### config.mk
export PLATFORM = sky130hd
export DESIGN_NAME = sort_dedup_engine
export DESIGN_NICKNAME = d
export VERILOG_FILES = /design/src/rtl/sort_dedup_engine.sv
export SDC_FILE = /design/constraint.sdc
export NUM_CORES = 1
export LEC_CHECK = 0
export BUFFER_PORTS_ARGS = -buffer_cell sky130_fd_sc_hd__buf_2
export CAP_MARGIN = 20
export CORE_MARGIN = 5
export CORE_UTILIZATION = 60
export CTS_BUF_LIST = sky130_fd_sc_hd__clkbuf_2
export CTS_CLUSTER_SIZE = 24
export DETAILED_ROUTE_END_ITERATION = 10
export PLACE_DENSITY = 0.83
export RECOVER_POWER = 100
export SYNTH_ARGS = -nofsm -noshare
export SYNTH_HDL_FRONTEND = slang
export SYNTH_SLANG_ARGS = --single-unit
export TNS_END_PERCENT = 50
### constraint.sdc
create_clock -name clk -period 9.15 [get_ports clk]
set_input_delay 1.3725 -clock clk [delete_from_list [all_inputs] [get_ports clk]]
set_output_delay 1.3725 -clock clk [all_outputs]
set_load 0.05 [all_outputs]
### src/rtl/sort_dedup_engine.sv
// sort_dedup_engine: accepts a vector of N unsigned elements, sorts it ascending
// with an odd-even transposition network (one phase per cycle), optionally
// compacts out duplicates (one element per cycle), then presents the result
// until the consumer takes it. Latency is fixed: N edges (sort only) or 2N
// edges (sort + dedup) from acceptance to out_valid.
module sort_dedup_engine #(
    parameter int DATA_W = 8,
    parameter int N      = 9,
    parameter int CNT_W  = $clog2(N + 1)
) (
    input  logic                clk,
    input  logic                rst_n,
    input  logic                in_valid,
    output logic                in_ready,
    input  logic [N*DATA_W-1:0] in_data,
    input  logic                dedup_en,
    output logic                out_valid,
    input  logic                out_ready,
    output logic [N*DATA_W-1:0] out_data,
    output logic [CNT_W-1:0]    unique_count
);

    typedef enum logic [1:0] {IDLE, SORT, DEDUP, DONE} state_t;

    state_t                   state, state_nxt;
    logic [N-1:0][DATA_W-1:0] work;       // working array, also holds the result
    logic [N-1:0][DATA_W-1:0] sorted;     // work after the current sort phase
    logic [CNT_W-1:0]         cnt;        // phase index in SORT, scan index in DEDUP
    logic [CNT_W-1:0]         ucnt;       // kept-element count / write pointer
    logic [DATA_W-1:0]        last;       // last kept value during the dedup scan
    logic                     dd;         // dedup_en latched at acceptance
    logic                     last_step;
    logic                     keep;

    assign last_step = (cnt == CNT_W'(N - 1));
    assign keep      = (cnt == '0) || (work[cnt] != last);

    // State register
    always_ff @(posedge clk or negedge rst_n) begin
        if (!rst_n) state <= IDLE;
        else        state <= state_nxt;
    end

    // Next-state logic: fixed phase counts make latency data-independent
    always_comb begin
        state_nxt = state;
        case (state)
            IDLE:    if (in_valid)  state_nxt = SORT;
            SORT:    if (last_step) state_nxt = dd ? DEDUP : DONE;
            DEDUP:   if (last_step) state_nxt = DONE;
            DONE:    if (out_ready) state_nxt = IDLE;
            default: state_nxt = IDLE;
        endcase
    end

    // Outputs: result is only exposed in DONE so aborted runs never leak
    always_comb begin
        in_ready     = (state == IDLE);
        out_valid    = (state == DONE);
        out_data     = (state == DONE) ? work : '0;
        unique_count = (state == DONE) ? ucnt : '0;
    end

    // One odd-even transposition phase; pairs are disjoint so all swaps are parallel
    always_comb begin
        sorted = work;
        for (int k = 0; k < N - 1; k++) begin
            if (((k % 2) == int'(cnt[0])) && (work[k] > work[k+1])) begin
                sorted[k]   = work[k+1];
                sorted[k+1] = work[k];
            end
        end
    end

    // Datapath: latch, sort phases, then in-place dedup compaction.
    // During the scan slot i is zeroed and, if kept, work[i] is written to
    // slot ucnt (ucnt <= i). The later NBA wins when ucnt == i, and no slot
    // below ucnt is ever zeroed after being filled, so upper slots end at 0.
    always_ff @(posedge clk or negedge rst_n) begin
        if (!rst_n) begin
            work <= '0;
            cnt  <= '0;
            ucnt <= '0;
            last <= '0;
            dd   <= 1'b0;
        end else begin
            case (state)
                IDLE: begin
                    if (in_valid) begin
                        work <= in_data;
                        dd   <= dedup_en;
                        cnt  <= '0;
                        ucnt <= '0;
                    end
                end
                SORT: begin
                    work <= sorted;
                    cnt  <= last_step ? '0 : cnt + CNT_W'(1);
                    if (last_step && !dd) ucnt <= CNT_W'(N);
                end
                DEDUP: begin
                    work[cnt] <= '0;
                    if (keep) begin
                        work[ucnt] <= work[cnt];
                        last       <= work[cnt];
                        ucnt       <= ucnt + CNT_W'(1);
                    end
                    cnt <= cnt + CNT_W'(1);
                end
                default: ;
            endcase
        end
    end

endmodule

# Word level (Yosys, flattened, before mapping)
# Index checks and enable logic that the tools add are counted.
dict set report totals {
  out_inout_bits 78
  reg_bits 91
}
dict set report op_classes {
  add_sub_neg 2
  n_mux 32
  n_lt_le_gt_ge 12
  bitwise_logic 3
  n_reduce_logical 30
  n_eq_ne 20
}
# operator count
set ops {}
lappend ops {{72-bit two-way mux} 3}
lappend ops {{72-bit one-hot mux with 3 select lines} 1}
lappend ops {{16-bit two-way mux} 8}
lappend ops {{72-bit AND} 1}
lappend ops {{72-bit bitwise mux} 1}
lappend ops {{72-bit NOT} 1}
lappend ops {{8-bit demux with 4-bit select} 2}
lappend ops {{8-bit > comparator} 8}
lappend ops {{8-bit binary-select mux with 4-bit select} 1}
lappend ops {{3-bit AND reduction} 9}
lappend ops {{8-bit two-way mux} 3}
lappend ops {{4-bit one-hot mux with 3 select lines} 2}
lappend ops {{3-bit inequality test (second input constant)} 7}
lappend ops {{4-bit two-way mux} 5}
lappend ops {{2-bit inequality test (second input constant)} 7}
lappend ops {{1-bit logical AND} 11}
lappend ops {{4-bit by 5-bit less-than comparator with 1-bit output (second input constant)} 2}
lappend ops {{4-bit by 1-bit adder with 4-bit output (second input constant)} 2}
lappend ops {{4-bit by 1-bit greater-or-equal comparator with 1-bit output (second input constant)} 2}
lappend ops {{2-bit two-way mux} 4}
lappend ops {{8-bit inequality test} 1}
lappend ops {{2-bit one-hot mux with 4 select lines} 1}
lappend ops {{4-bit AND reduction} 2}
lappend ops {{2-bit AND reduction} 3}
lappend ops {{11 further kinds} 12}

# Longest topological paths before layout
dict set report depth {
  ltp_word 11
  ltp_mapped 14
  ltp_nobuf 10
}

# Worst setup path after synthesis
# Ideal clock, no wire load.
dict set report synth_path {
  path_kind {register to register}
  from {reg cnt[0]}
  to {reg work[34] in the netlist's numbering}
  required_time_ns 9.046
  arrival_ns 3.317
  setup_slack_ns 5.730
  synth_period_minus_slack_ns 3.420
  setup_ns 0.104
  stages_incl_launch_ff 13
  cell_sequence {dfrtp_1 > buf_6 > buf_6 > buf_6 > buf_2 > clkinv_1 > ha_1 > a221oi_1 > nand4_1 > or4_4 > o211ai_4 > mux2_2 > a221oi_1}
}
dict set report synth_between {
  elab_chain_cells 9
  word_cells_on_any_way 21
  cone_classes {order compare: 2; eq/ne: 2; mux: 8; bitwise: 3; reduce/logical: 6}
}
# item line_no
set synth_lines {}
lappend synth_lines {{start, declared} 28} ;# logic [CNT_W-1:0] cnt;
lappend synth_lines {{start signal, assigned} 98} ;# cnt <= last_step ? '0 : cnt + CNT_W'(1);
lappend synth_lines {{start signal, assigned} 108} ;# cnt <= cnt + CNT_W'(1);
lappend synth_lines {{4-bit by 5-bit less-than comparator with 1-bit output (not written as such) / 4-bit by 1-bit greater-or-equal comparator with 1-bit output (equally long branches)} 102} ;# work[cnt] <= '0;
lappend synth_lines {{1-bit logical AND (not written as such)} 102}
lappend synth_lines {{8-bit two-way mux (not written as such)} 102}
lappend synth_lines {{8-bit demux with 4-bit select} 102}
lappend synth_lines {{72-bit NOT (no line)} --}
lappend synth_lines {{72-bit AND (no line)} --}
lappend synth_lines {{72-bit bitwise mux} 104} ;# work[ucnt] <= work[cnt];
lappend synth_lines {{72-bit two-way mux} 103} ;# if (keep) begin
lappend synth_lines {{72-bit one-hot mux with 3 select lines} 87} ;# case (state)
lappend synth_lines {{end signal, assigned} 90} ;# work <= in_data;
lappend synth_lines {{end signal, assigned} 97} ;# work <= sorted;
lappend synth_lines {{end signal, assigned by index} 104}
lappend synth_lines {{end, declared} 26} ;# logic [N-1:0][DATA_W-1:0] work;
# Several ways; a longest one is shown, not always the timed one. The select of a mux whose other input is x is not followed.
# A chain may end at the register's enable or synchronous reset.

# Worst setup path after layout
dict set report layout_path {
  from {reg cnt[0]}
  to {reg work[15] in the netlist's numbering}
}
# The elaborated chain is that of the path after synthesis.

==> flow_metrics.env <==
export IMPL_failed_checks="max-capacitance violations, max-slew violations"
export IMPL_synthDistinctLibCells=69
export IMPL_holdPathEnd="last[1]$_DFFE_PN0P_"
export IMPL_slew_viol_final=263
export IMPL_path_cells="clkbuf_1 -> mux2i_1 -> nor2_1 -> a2111oi_0 -> o32a_1 -> nand4_1 -> nor2_1 -> o21ai_0 -> a221oi_1"
export IMPL_synth_top_area_frac=0.230
export IMPL_synth_edf_count=0
export IMPL_clockBufferDepth=2
export IMPL_mappedNetlistNets=1432
export IMPL_cp_end_kind="flop"
export IMPL_clock_fmax_mhz=154
export IMPL_first_pass_iters=9
export IMPL_synth_area_um2=9880
export IMPL_ys_seq_area_frac=0.230
export IMPL_crit_family="buffers and inverters"
export IMPL_fin_util=0.660
export IMPL_drt_iter0_drc=1655
export IMPL_rows=47
export IMPL_cts_buffers=9
export IMPL_synth_cells=1278
export IMPL_die_height_um=138
export IMPL_critPathMaxStageDelay_ps=2340
export IMPL_cts_root_buf="clkbuf_2"
export IMPL_path_buf_inv=1
export IMPL_cp_common_cell="nor2_1"
export IMPL_wire_per_inst_um=23.4
export IMPL_start_util=0.604
export IMPL_tritoncts="done"
export IMPL_critPathArrivalTime_ps=7050
export IMPL_cts_setup_buffers=0
export IMPL_num_vias=11100
export IMPL_worstHoldPathType="reg2reg"
export IMPL_nets=1537
export IMPL_clkTransAtPathRegs_ps=290
export IMPL_slew_headroom=-1.17
export IMPL_ys_flop_type="dfrtp_1"
export IMPL_insertion_delay_ps=640
export IMPL_cts_resized=0
export IMPL_synth_top_area_cell="dfrtp_1"
export IMPL_min_period_over_period=0.712
export IMPL_ctsHoldBuffers=0
export IMPL_drc=0
export IMPL_yosysWarnings=0
export IMPL_crit_slowest_cell="clkbuf_1"
export IMPL_grtUsageTotal=0.376
export IMPL_final_setup_skew_ps=50.3
export IMPL_rr_endpoint="work[15]$_DFFE_PN0P_"
export IMPL_antenna_found_initial=1
export IMPL_critPathMaxFanout=54
export IMPL_rsz0062_at_grt="false"
export IMPL_coreArea_um2=16300
export IMPL_r2r_cells=9
export IMPL_setup_violations=0
export IMPL_port_buffer_count=154
export IMPL_ant_nets=0
export IMPL_grt_start_max_net_pins=79
export IMPL_die_x_um=138
export IMPL_finalSetupTns_ps=0
export IMPL_worstSetupStartpointType="flop"
export IMPL_drive_above_1_share=0.138
export IMPL_io_pins=155
export IMPL_min_from="last[1]$_DFFE_PN0P_"
export IMPL_synth_area_leaders="dfrtp_1 23%, ha_1 9.8%, mux2i_1 6.7%, and2_1 6.0%, o21ai_0 4.4%"
export IMPL_reg2reg_from="cnt[0]$_DFFE_PN0P_"
export IMPL_cts_sinks=91
export IMPL_grt_pass1_wl_mm=58.1
export IMPL_ys_ff_latch=91
export IMPL_area_delta_synth_final_pct=9.14
export IMPL_worstMarginPinSlew_ps=3260
export IMPL_dieArea_um2=19100
export IMPL_hold_viol_final=0
export IMPL_required_ps=9690
export IMPL_routed_wl_mm=37.7
export IMPL_path_class="reg2reg"
export IMPL_synthArstFlopShare=1.00
export IMPL_layout_min_cycle_time_ps=6510
export IMPL_dp_hpwl_mm=26.7
export IMPL_grt_ovfl_total=0
export IMPL_gp_congestion=1.01
export IMPL_viasPerCell=6.92
export IMPL_rrSetupSlack_ps=2640
export IMPL_fillers=1516
export IMPL_cap_violations=5
export IMPL_grt_pass1_vias=10300
export IMPL_htree_levels=3
export IMPL_worstHoldPathCells=1
export IMPL_avgSynthCellArea_um2=7.73
export IMPL_status="finished with violations"
area by class of cell:
class                           count  area (um^2)  area share
Multi-Input combinational cell   1031         6980       0.647
Sequential cell                    91         2280       0.211
Timing Repair Buffer              171          850      0.0788
Inverter                           79          297      0.0275
Tap cell                          220          275      0.0255
Clock inverter                      5         55.1     0.00510
Clock buffer                       10         50.0     0.00464
Antenna cell                        1         2.50    0.000232
Yosys cell counts, types with 3 or more instances:
cell      number
nand2_1      107
o21ai_2        3
and2_1        94
or3_1         10
a221o_1        4
a21oi_1       84
nor2_1       115
inv_1         77
ha_1          77
xor2_1         3
nand3_1       28
dfrtp_1       91
o31ai_1        8
nor2b_1       11
o32ai_1        3
o221a_2       28
clkbuf_1      53
o21a_1        19
o211ai_1      28
o21ai_0       87
o221ai_1      17
a32oi_1        8
nor3_1        19
o22ai_1       23
a221oi_1      33
a311oi_1       8
o21ai_1        5
buf_2         10
and4_1         5
or2_2          7
mux2_2         5
nor3b_1        3
nand2b_1       8
a31oi_1       16
mux2i_1       66
a21o_1        26
nand4_1       21
buf_1          9
a211oi_1      18
buf_6          3
metrics by stage:
stage	area [um^2]	instances	setup slack, ps	hold WS (ps)
5_1_grt	10800	1608	2350	559
2_1_floorplan	9880	1278	5730	470
3_3_place_gp	10700	1588	4420	482
4_1_cts	10800	1603	4370	544
3_5_place_dp	10700	1588	4380	486
6_report	10800	1608	2640	549
per-layer routing:
metal | track usage | share of wire
met5 | 0 | 0
met4 | 0.176 | 0.055
met3 | 0.0825 | 0.13
met2 | 0.561 | 0.42
met1 | 0.521 | 0.40
worst max path at each step:
stage,startpoint,end,slack [ps],cells past startpoint
final,cnt[0]$_DFFE_PN0P_,work[15]$_DFFE_PN0P_,2640,9
after global routing,cnt[0]$_DFFE_PN0P_,work[9]$_DFFE_PN0P_,2350,9
after CTS,cnt[0]$_DFFE_PN0P_,work[53]$_DFFE_PN0P_,4370,10
after detailed placement,cnt[0]$_DFFE_PN0P_,work[53]$_DFFE_PN0P_,4380,10
after global placement,cnt[0]$_DFFE_PN0P_,work[54]$_DFFE_PN0P_,4420,10
after floorplan,cnt[0]$_DFFE_PN0P_,work[34]$_DFFE_PN0P_,5730,12
sequential cells by signal, summed over array words and instances, names as in the netlist:
| name | cells |
|---|---|
| dd | 1 |
| work | 72 |
| state | 2 |
| last | 8 |
| ucnt | 4 |
| cnt | 4 |
cells by family (layout without fill, tap and decap cells):
logic type	after synthesis	after routing	share of synthesized area
compound gates	439	439	0.310
simple gates	438	438	0.220
buf+inv	156	265	0.0636
flops	91	91	0.230
fa+ha+maj	77	77	0.0975
mux	72	72	0.0741
xor+xnor	5	5	0.00443
other cells	0	1	0
layout by cell type (no fill, tap or decap), types with 4 or more instances in the layout:
master | netlist | layout
o211ai_1 | 28 | 28
a21oi_1 | 84 | 84
nand2b_1 | 8 | 8
dfrtp_1 | 91 | 91
and4_1 | 5 | 5
nand4_1 | 21 | 21
a211oi_1 | 18 | 18
mux2_2 | 5 | 5
a31oi_1 | 16 | 16
a21o_1 | 26 | 26
o221a_2 | 28 | 28
o221ai_1 | 17 | 17
o21a_1 | 19 | 19
and2_1 | 94 | 60
nand2_1 | 107 | 107
a221o_1 | 4 | 4
buf_2 | 10 | 111
ha_1 | 77 | 76
and2_0 | 0 | 34
o21ai_1 | 5 | 5
clkbuf_1 | 53 | 47
inv_1 | 77 | 77
a221oi_1 | 33 | 34
a311oi_1 | 8 | 8
a32oi_1 | 8 | 8
nor3_1 | 19 | 19
buf_4 | 2 | 12
nand3_1 | 28 | 28
or3_1 | 10 | 10
o31ai_1 | 8 | 7
o21ai_0 | 87 | 88
nor2b_1 | 11 | 11
or2_2 | 7 | 7
nor2_1 | 115 | 116
mux2i_1 | 66 | 66
clkbuf_2 | 0 | 10
o22ai_1 | 23 | 23
worst reg2reg max path, cell delays in order (launching register included):
cell,delay [ps]
dfrtp_1,610
clkbuf_1,2340
mux2i_1,380
nor2_1,110
a2111oi_0,820
o32a_1,310
nand4_1,520
nor2_1,470
o21ai_0,460
a221oi_1,450
Power is not shown: default switching activity piles up to over one toggle a cycle in this logic, so the estimate is an artifact.
